===== config.mk =====
export PLATFORM = sky130hd
export DESIGN_NAME = tpi_irq_ctrl_flat
export DESIGN_NICKNAME = d
export VERILOG_FILES = /design/src/rtl/tpi_irq_ctrl_pkg.sv /design/src/rtl/tpi_irq_ctrl_if.sv /design/src/rtl/tpi_irq_ctrl_prio_stack.sv /design/src/rtl/tpi_irq_ctrl.sv /design/src/flat_wrapper.sv
export SDC_FILE = /design/constraint.sdc
export NUM_CORES = 1
export LEC_CHECK = 0
export ABC_AREA = 1
export BUFFER_PORTS_ARGS = -buffer_cell sky130_fd_sc_hd__buf_2
export CAP_MARGIN = 20
export CORE_MARGIN = 1.5
export CORE_UTILIZATION = 60
export CTS_BUF_LIST = sky130_fd_sc_hd__clkbuf_4
export DETAILED_ROUTE_END_ITERATION = 10
export GPL_TIMING_DRIVEN = 0
export PLACE_DENSITY = 0.77
export SYNTH_ARGS = -nofsm -noshare
export SYNTH_HDL_FRONTEND = slang
export SYNTH_HIERARCHICAL = 1
export SYNTH_SLANG_ARGS = --single-unit

===== constraint.sdc =====
create_clock -name clk -period 2.5 [get_ports clk]
set_input_delay 0.25 -clock clk [delete_from_list [all_inputs] [get_ports clk]]
set_output_delay 0.25 -clock clk [all_outputs]
set_load 0.005 [all_outputs]

===== src/rtl/tpi_irq_ctrl_pkg.sv =====
// Shared definitions for the TPI interrupt controller: register map,
// control-bit positions and priority helper functions.
package tpi_pkg;

  typedef enum logic [2:0] {
    TPI_ILR  = 3'd0,
    TPI_IMR  = 3'd1,
    TPI_EPR  = 3'd2,
    TPI_CR   = 3'd3,
    TPI_AIR  = 3'd4,
    TPI_STAT = 3'd5
  } tpi_reg_e;

  localparam int CR_IP = 0;
  localparam int CR_EN = 1;

  function automatic logic [7:0] prio_onehot(input logic [7:0] vec);
    logic [7:0] res;
    res = '0;
    for (int i = 0; i < 8; i++) begin
      if (vec[i]) res = 8'(1 << i);
    end
    return res;
  endfunction

  // Bits strictly above the highest set bit of act; all ones when act is empty.
  function automatic logic [7:0] prio_above_mask(input logic [7:0] act);
    logic [7:0] hb;
    hb = prio_onehot(act);
    if (act == '0) return 8'hFF;
    return ~(hb | (hb - 8'd1));
  endfunction

endpackage


===== src/rtl/tpi_irq_ctrl_if.sv =====
// CPU register bus as seen by the interrupt controller.
interface tpi_irq_ctrl_if;
  logic       cs_n;
  logic       rw;
  logic [2:0] rs;
  logic [7:0] db_in;
  logic [7:0] db_out;

  modport master (output cs_n, rw, rs, db_in, input db_out);
  modport slave  (input cs_n, rw, rs, db_in, output db_out);
endinterface


===== src/rtl/tpi_irq_ctrl_prio_stack.sv =====
// Priority nesting stack: entry 0 is the top, push/pop shift the whole array.
module tpi_prio_stack #(
  parameter int W     = 5,
  parameter int DEPTH = 5
) (
  input  logic         clk,
  input  logic         res,
  input  logic         push,
  input  logic         pop,
  input  logic         clr,
  input  logic [W-1:0] din,
  output logic [W-1:0] or_all,
  output logic [3:0]   depth,
  output logic         full,
  output logic         empty
);

  logic [W-1:0] r_mem [DEPTH];
  logic [3:0]   r_depth;
  logic [W-1:0] w_up  [DEPTH];
  logic [W-1:0] w_dn  [DEPTH];
  logic         w_full;
  logic         w_empty;

  assign w_full  = (r_depth == 4'(DEPTH));
  assign w_empty = (r_depth == 4'd0);

  genvar gi;
  generate
    for (gi = 0; gi < DEPTH; gi++) begin : g_shift
      if (gi == 0) begin : g_top
        assign w_up[gi] = din;
      end else begin : g_mid
        assign w_up[gi] = r_mem[gi-1];
      end
      // Vacated bottom entries are zeroed so or_all needs no depth qualifier.
      if (gi == DEPTH-1) begin : g_bot
        assign w_dn[gi] = '0;
      end else begin : g_low
        assign w_dn[gi] = r_mem[gi+1];
      end
    end
  endgenerate

  always_ff @(posedge clk) begin
    if (res || clr) begin
      r_depth <= '0;
      for (int k = 0; k < DEPTH; k++) r_mem[k] <= '0;
    end else if (push && !w_full) begin
      r_mem   <= w_up;
      r_depth <= r_depth + 4'd1;
    end else if (pop && !w_empty) begin
      r_mem   <= w_dn;
      r_depth <= r_depth - 4'd1;
    end
  end

  always_comb begin
    or_all = '0;
    for (int k = 0; k < DEPTH; k++) or_all = or_all | r_mem[k];
  end

  assign depth = r_depth;
  assign full  = w_full;
  assign empty = w_empty;

endmodule


===== src/rtl/tpi_irq_ctrl.sv =====
// Edge-triggered interrupt controller with mask, polarity, and optional
// priority nesting with EOI; register file on the CPU bus.
module tpi_irq_ctrl
  import tpi_pkg::*;
#(
  parameter int NIRQ  = 5,
  parameter int DEPTH = 5
) (
  input  logic            clk,
  input  logic            res,
  tpi_irq_ctrl_if.slave   bus,
  input  logic [NIRQ-1:0] irq_in,
  output logic            irq
);

  logic [NIRQ-1:0] r_in, r_prev, r_ilr, r_imr, r_epr, r_air;
  logic [1:0]      r_cr;
  logic            r_ovf;
  logic [7:0]      r_db_out;

  logic            w_rd, w_wr, w_ip, w_en;
  logic            w_ack, w_eoi, w_ip_chg, w_push, w_pop;
  logic [NIRQ-1:0] w_edge, w_intreq, w_act, w_msk, w_sel, w_stk_or;
  logic [NIRQ-1:0] w_ilr_nxt, w_air_nxt;
  logic [3:0]      w_depth;
  logic            w_full, w_empty;
  logic [7:0]      w_rd_data;
  logic            w_unused_db;

  assign w_rd = !bus.cs_n && bus.rw;
  assign w_wr = !bus.cs_n && !bus.rw;
  assign w_ip = r_cr[CR_IP];
  assign w_en = r_cr[CR_EN];
  assign w_unused_db = ^bus.db_in;

  // r_in is the sampling stage; edges compare it against the previous sample.
  assign w_edge   = (r_in ~^ r_epr) & ~(r_prev ~^ r_epr);
  assign w_intreq = r_ilr & r_imr;

  assign w_ack    = w_rd && (bus.rs == TPI_AIR);
  assign w_eoi    = w_wr && (bus.rs == TPI_AIR);
  assign w_ip_chg = w_wr && (bus.rs == TPI_CR) && (bus.db_in[CR_IP] != w_ip);
  assign w_push   = w_ack && w_ip && (r_air != '0);
  assign w_pop    = w_eoi && w_ip && !w_empty;

  assign w_act = r_air | w_stk_or;
  assign w_msk = NIRQ'(prio_above_mask(8'(w_act)));
  assign w_sel = NIRQ'(prio_onehot(8'(w_intreq & w_msk)));

  tpi_prio_stack #(.W(NIRQ), .DEPTH(DEPTH)) u_stack (
    .clk    (clk),
    .res    (res),
    .push   (w_push),
    .pop    (w_pop),
    .clr    (w_ip_chg),
    .din    (r_air),
    .or_all (w_stk_or),
    .depth  (w_depth),
    .full   (w_full),
    .empty  (w_empty)
  );

  // A fresh edge overrides a same-cycle clear or acknowledge of that bit.
  always_comb begin
    w_ilr_nxt = r_ilr;
    if (w_wr && (bus.rs == TPI_ILR)) w_ilr_nxt = r_ilr & bus.db_in[NIRQ-1:0];
    if (w_ack) w_ilr_nxt = w_ilr_nxt & ~r_air;
    if (w_en) w_ilr_nxt = w_ilr_nxt | w_edge;
  end

  always_comb begin
    w_air_nxt = r_air;
    if (w_ip_chg || w_ack) begin
      w_air_nxt = '0;
    end else if (w_en) begin
      if (w_ip) begin
        if ((w_intreq & w_msk) != '0) w_air_nxt = w_sel;
      end else if ((r_air == '0) && (w_intreq != '0)) begin
        w_air_nxt = w_intreq;
      end
    end
  end

  always_comb begin
    w_rd_data = '0;
    case (bus.rs)
      TPI_ILR:  w_rd_data = 8'(r_ilr);
      TPI_IMR:  w_rd_data = 8'(r_imr);
      TPI_EPR:  w_rd_data = 8'(r_epr);
      TPI_CR:   w_rd_data = {6'b0, r_cr};
      TPI_AIR:  w_rd_data = 8'(r_air);
      TPI_STAT: w_rd_data = {r_ovf, 3'b0, w_depth};
      default:  w_rd_data = '0;
    endcase
  end

  always_ff @(posedge clk) begin
    if (res) begin
      r_in     <= '0;
      r_prev   <= '0;
      r_ilr    <= '0;
      r_imr    <= '0;
      r_epr    <= '0;
      r_cr     <= '0;
      r_air    <= '0;
      r_ovf    <= 1'b0;
      r_db_out <= '0;
    end else begin
      r_in   <= irq_in;
      r_prev <= r_in;
      r_ilr  <= w_ilr_nxt;
      r_air  <= w_air_nxt;
      if (w_rd) r_db_out <= w_rd_data;
      if (w_wr && (bus.rs == TPI_IMR)) r_imr <= bus.db_in[NIRQ-1:0];
      if (w_wr && (bus.rs == TPI_EPR)) r_epr <= bus.db_in[NIRQ-1:0];
      if (w_wr && (bus.rs == TPI_CR))  r_cr  <= bus.db_in[1:0];
      if (w_rd && (bus.rs == TPI_STAT)) r_ovf <= 1'b0;
      else if (w_push && w_full)        r_ovf <= 1'b1;
    end
  end

  assign bus.db_out = r_db_out;
  assign irq        = |r_air;

endmodule


===== src/flat_wrapper.sv =====
// flat-port wrapper written by rule: the top's interface ports become plain ports
module tpi_irq_ctrl_flat import tpi_pkg::*;
#(
  parameter int NIRQ  = 5,
  parameter int DEPTH = 5
)
  (clk, res, irq_in, irq, bus_cs_n, bus_rw, bus_rs, bus_db_in, bus_db_out);
  tpi_irq_ctrl_if bus_i ();
  input  logic clk;
  input  logic res;
  input  logic [NIRQ-1:0] irq_in;
  output logic irq;
  input wire logic [$bits(bus_i.cs_n)-1:0] bus_cs_n;
  input wire logic [$bits(bus_i.rw)-1:0] bus_rw;
  input wire logic [$bits(bus_i.rs)-1:0] bus_rs;
  input wire logic [$bits(bus_i.db_in)-1:0] bus_db_in;
  output wire logic [$bits(bus_i.db_out)-1:0] bus_db_out;
  assign bus_i.cs_n = bus_cs_n;
  assign bus_i.rw = bus_rw;
  assign bus_i.rs = bus_rs;
  assign bus_i.db_in = bus_db_in;
  assign bus_db_out = bus_i.db_out;
  tpi_irq_ctrl #(.NIRQ(NIRQ), .DEPTH(DEPTH)) u_core (.clk(clk), .res(res), .bus(bus_i), .irq_in(irq_in), .irq(irq));
endmodule

=== Yosys cells after proc, flatten, opt, wreduce, memory -nomap -nowiden ===
Cells that the tools add are included.

* Input bits: 20
* Bits in writable memories: 0
* Register bits: 70
* Bits in latches: 0
* Memories kept: 0
* Output and inout bits: 9
* Word-level logic and storage cells: 108
* ROM bits: 0

* Mux-type cells: 27
* Bitwise gates (word level): 18
* $lt $le $gt $ge: 0
* $add $sub $neg: 3
* Eq/ne operators: 8
* Multipliers: 0
* Reduce and logical (&&, ||, !) cells: 37
* Shift operators: 0
* Div/mod/pow operators: 0

{| class="wikitable"
|+ Operator list
! kind !! number
|-
| 2-to-1 mux 5 bit || 13
|-
| 2-to-1 mux 25 bit || 2
|-
| case mux 8 bit (6 select lines) || 1
|-
| bitwise OR 5 bit || 7
|-
| bitwise AND 5 bit || 6
|-
| logical AND 1 bit || 18
|-
| 2-to-1 mux 4 bit || 4
|-
| NOT 5 bit || 3
|-
| nonzero test 5 bit || 3
|-
| logical NOT 5 bit || 2
|-
| bitwise XNOR 5 bit || 2
|-
| equality test 3 x 2 -> 1 bit (second input constant) || 2
|-
| equality test 3 bit (second input constant) || 2
|-
| 2-to-1 mux 3 bit || 2
|-
| OR reduction 5 bit || 1
|-
| subtractor 5 x 1 -> 5 bit (second input constant) || 1
|-
| adder 4 x 1 -> 4 bit (second input constant) || 1
|-
| equality test 4 x 3 -> 1 bit (second input constant) || 1
|-
| logical NOT 1 bit || 4
|-
| logical NOT 4 bit || 1
|-
| 2-to-1 mux 2 bit || 2
|-
| nonzero test 2 bit || 2
|-
| OR reduction 2 bit || 2
|-
| subtractor 4 x 1 -> 4 bit (second input constant) || 1
|-
| 7 further kinds || 10
|}

=== Depth between registers and ports, before layout ===
* Depth after elaboration: 25
* Mapped depth: 16
* Mapped depth without buffers: 16

=== By module ===
The synthesis kept the hierarchy.

{| class="wikitable"
|+ By module, submodules not included
! module !! times used !! cells an instance !! seq. area each (um^2) !! area each (um^2)
|-
| tpi_irq_ctrl || 1 || 285 || 780.7 || 2062.0
|-
| tpi_prio_stack || 1 || 229 || 580.6 || 1560.2
|}

=== Worst setup path after synthesis ===
No wires, ideal clock.

* Path kind: in2reg
* Start point: in bus_rs[1]
* End point: reg u_core.u_stack.r_depth[3] (netlist: u_core/u_stack/depth[3])
* Cell stages on the path: 13
* Setup time: 0.115 ns
* Required time: 2.385 ns
* Buffers on the path: 0
* Setup slack: 0.460 ns
* Arrival: 1.925 ns
* Cells stage by stage: inv_1 nand3_4 nor2_4 inv_2 nor3_4 nand2_8 ha_1 nand2_1 nand3b_2 nand2_1 nand2_1 a21oi_1 nor2_1

* Cells in the longest elaborated chain, start to end: 6
* Elaborated cells on any way between the ends: 15
* Classes of those cells: eq/ne: 2; mux: 1; reduce/logical: 12

{| class="wikitable"
|+ Ends and longest elaborated chain
! item !! RTL line !! RTL
|-
| from (decl) || flat_wrapper.sv:15 || <nowiki>input wire logic [$bits(bus_i.rs)-1:0] bus_rs;</nowiki>
|-
| equality test 3 bit * || tpi_irq_ctrl.sv:40 || <nowiki>assign w_ack = w_rd && (bus.rs == TPI_AIR);</nowiki>
|-
| logical AND 1 bit * || tpi_irq_ctrl.sv:40 ||
|-
| logical AND 1 bit * (2 in series) || tpi_irq_ctrl.sv:43 || <nowiki>assign w_push = w_ack && w_ip && (r_air != '0);</nowiki>
|-
| net u_core.w_push || tpi_irq_ctrl.sv:22 || <nowiki>logic w_ack, w_eoi, w_ip_chg, w_push, w_pop;</nowiki>
|-
| logical AND 1 bit * || tpi_irq_ctrl_prio_stack.sv:49 || <nowiki>end else if (push && !w_full) begin</nowiki>
|-
| 2-to-1 mux 4 bit / nonzero test 2 bit (equally long branches) || - ||
|-
| to (signal assigned) || tpi_irq_ctrl_prio_stack.sv:51 || <nowiki>r_depth <= r_depth + 4'd1;</nowiki>
|-
| to (signal assigned) || tpi_irq_ctrl_prio_stack.sv:54 || <nowiki>r_depth <= r_depth - 4'd1;</nowiki>
|-
| to (decl) || tpi_irq_ctrl_prio_stack.sv:19 || <nowiki>logic [3:0] r_depth;</nowiki>
|}

Mark *: on every way through the listed nets, which the timed path passes. The rest lies on a longest branch.
A chain may end at the register's enable or synchronous reset.

=== Worst setup path after layout ===
* Start point: reg u_core.r_air[1]
* End point: reg u_core.u_stack.r_depth[3] (netlist: u_core/u_stack/depth[3])

* Cells in the longest elaborated chain, start to end: 4
* Elaborated cells on any way between the ends: 5
* Classes of those cells: mux: 1; reduce/logical: 4

{| class="wikitable"
|+ Ends and longest elaborated chain
! item !! RTL line !! RTL
|-
| from (decl) || tpi_irq_ctrl.sv:16 || <nowiki>logic [NIRQ-1:0] r_in, r_prev, r_ilr, r_imr, r_epr, r_air;</nowiki>
|-
| from (signal assigned) || tpi_irq_ctrl.sv:112 || <nowiki>r_air <= w_air_nxt;</nowiki>
|-
| nonzero test 5 bit * || tpi_irq_ctrl.sv:43 ||
|-
| logical AND 1 bit * || tpi_irq_ctrl.sv:43 ||
|-
| net u_core.w_push || tpi_irq_ctrl.sv:22 ||
|-
| logical AND 1 bit * || tpi_irq_ctrl_prio_stack.sv:49 ||
|-
| 2-to-1 mux 4 bit / nonzero test 2 bit (equally long branches) || - ||
|}

Marked as above.

==> reports/metrics.yaml <==
syn_inst: 514
drc: 0
syn_avg_cell_area_um2: 7.05
vias_per_cell: 5.40
critical_path.startpoint_type: "flip-flop"
crit_arrival_ps: 2580
final_max_slew_viol_count: 0
path_cells: "inv_1 -> nand2_1 -> nor2_4 -> nor3_4 -> nand2_8 -> ha_1 -> nand2_1 -> nand3b_2 -> nand2_1 -> nand2_1 -> a21oi_1 -> nor2_1"
yosys_warnings: 6
dp_hpwl_mm: 6.45
period_needed_ps: 2270
port_buffers: 23
cts_setup_buffers: 0
cts_tree: "yes"
crit_path_frequent_cell: "nand2_1"
drive_gt1_share_pct: 17.2
clkLatencyLatePin_ps: 400
r2r_slack_ps: 230
grt_usage_pct: 29.1
n_antenna_cell: 0
slew_headroom_pct: 65.5
netlist_area_um2: 3620
dp_cells: 613
period_share_pct: 90.9
yosysSeqAreaShare_pct: 37.6
worst_path_largest_cell_delay_ps: 470
postRouteAntennaNets: 0
crit_slowest_cell: "dfxtp_1"
layout_commonest_cell: "nand2_1"
multi_input_area_um2: 1830
maxCapViolCount: 0
register_area_um2: 1360
place.gp.congestion: 0.941
rsz0062_at_grt: "no"
timing.final.hold_violations: 0
cts_inserted_buffers: 9
endpoint_kind: "flip-flop"
syn2layout_area_growth_pct: 9.29
fin_cells: 628
clock_path_buffers: 2
grt_pass1_vias: 3105
worst_slack_ps: 228
worstMarginPinSlew_ps: 518
ys_ff_latch: 68
clock_skew_ps: 11.4
max-vdd-ir-drop_mv: 0.353
rows: 28
mostFrequentLayoutCells: "nand2_1 (141), inv_1 (73), dfxtp_1 (68), nor2_1 (42), a21oi_1 (35)"
worstSetupPathType: "flip-flop to flip-flop"
fillerInstances: 527
power_density_nw_per_um2: 479
htreeDepth: 3
root_buffer: "clkbuf_4"
wirelength_mm: 8.44
avgRoutedWirePerCell_um: 13.4
drtPass1Iterations: 5
setup_viol: 0
gr-total-overflow: 0
post-place-ws_ps: 66.6
worstPathMaxFanout: 8
fp.dieW_um: 80.7
die_area_um2: 6510
required_ps: 2810
leakage_nw: 1.86
drt-initial-drc-count: 271
grt_max_degree: 11
cts_sinks: 68
status: "finished, final reports clean"
grt_pass1_wl_mm: 14.4
antenna_found_initial: 0
start_util_pct: 61.5
coreArea_um2: 5890
timing.critical_path.buf_inv: 1
yosys.cell_types.count: 44
nets: 571
top_level_ports: 29
path_delay_family: "simple AND/OR/NAND/NOR gates"
clk_pin_slew_ps: 110
hold_path_class: "input port to flip-flop"
fin_hold_ws_ps: 43.2
die_h_um: 80.7
finalSetupTns_ps: 0
fmax_ghz: 0.440
vias: 3390
cts_hold_buf: 0
postCtsResizedCells: 0
==> power by group <==
part | internal, mW | total, mW | switching, mW
registers | 1.10 | 1.10 | 0.00776
logic | 0.0367 | 0.116 | 0.0792
clock network | 0.314 | 0.677 | 0.364
total | 1.45 | 1.90 | 0.451
==> layout make-up <==
type                            instances  area share (%)
Sequential cell                        68            34.4
Inverter                               85            8.38
Tap cell                               75            2.37
Clock inverter                          4            1.04
Multi-Input combinational cell        349            46.3
Timing Repair Buffer                   23            2.91
Buffer                                 13            2.50
Clock buffer                           11            2.09
==> worst min-delay path, stage by stage <==
cell and delay, ps:
buf_2 90, inv_1 40, nor2_1 30
==> final timing paths <==
path                                      start                       to  cells past startpoint
worst max-delay path            u_core/r_air[1]  u_core/u_stack/depth[3]                     12
worst max register to register  u_core/r_air[1]  u_core/u_stack/depth[3]                     12
worst min-delay path                  irq_in[3]           u_core/r_in[3]                      3
worst min register to register   u_core/r_in[4]         u_core/r_prev[4]                      2
==> Yosys cell counts, drive strengths merged <==
cell | number | area (um^2)
nand2 | 152 | 632
o22ai | 1 | 6.26
a21boi | 1 | 18.8
o211ai | 10 | 85.1
nand3b | 1 | 11.3
clkinv | 1 | 8.76
o221ai | 6 | 52.6
conb | 1 | 3.75
nor3 | 13 | 104
buf | 9 | 77.6
xnor2 | 1 | 8.76
o21ai | 32 | 164
o21bai | 1 | 7.51
a21oi | 36 | 184
a211oi | 3 | 32.5
nor2 | 54 | 278
ha | 2 | 25.0
dfxtp | 68 | 1360
clkbuf | 3 | 11.3
inv | 84 | 323
nor4 | 1 | 6.26
nand3 | 32 | 203
clkdlybuf4s15 | 1 | 10.0
a221oi | 1 | 8.76
==> metal layers <==
| layer | GRT usage, % | wire (um) | vias to the layer above |
|---|---|---|---|
| met4 | 13.4 | 167 | 0 |
| met2 | 45.4 | 3870 | 109 |
| met3 | 5.68 | 559 | 17 |
| met5 | 0 | 0 | - |
| met1 | 38.7 | 3850 | 1561 |
| li1 | - | - | 1703 |
==> sequential cells by signal (all words and copies together) (netlist names) <==
name / cells
u_core/r_ovf: 1
u_core/r_air: 5
u_core/r_prev: 5
u_core/r_imr: 5
u_core/r_in: 5
u_core/r_epr: 5
u_core/u_stack/r_mem: 25
u_core/u_stack/depth: 4
u_core/bus.db_out: 6
u_core/r_cr: 2
u_core/r_ilr: 5
==> per-stage QoR <==
step                instance area [um^2]  power, mW  util [%]
global placement                    3830       1.24      65.2
CTS                                 3960       1.91      67.3
floorplan                           3630       1.20         -
finish                              3960       1.90      67.3
global route                        3960       1.98      67.3
detailed placement                  3830       1.24      65.2
==> cell families (layout without fill, tap and decap cells) <==
logic type / Yosys count / count (layout) / share of synthesized area, %
AO/OA/AOI/OAI: 91 / 91 / 15.4
XOR/XNOR: 1 / 1 / 0.242
adder cells (fa/ha/maj): 2 / 2 / 0.691
buffers and inverters: 98 / 136 / 11.9
flip-flops: 68 / 68 / 37.6
other: 1 / 2 / 0.104
AND/OR/NAND/NOR: 253 / 253 / 34.1
Note: power is estimated with default switching activity, not from simulation.
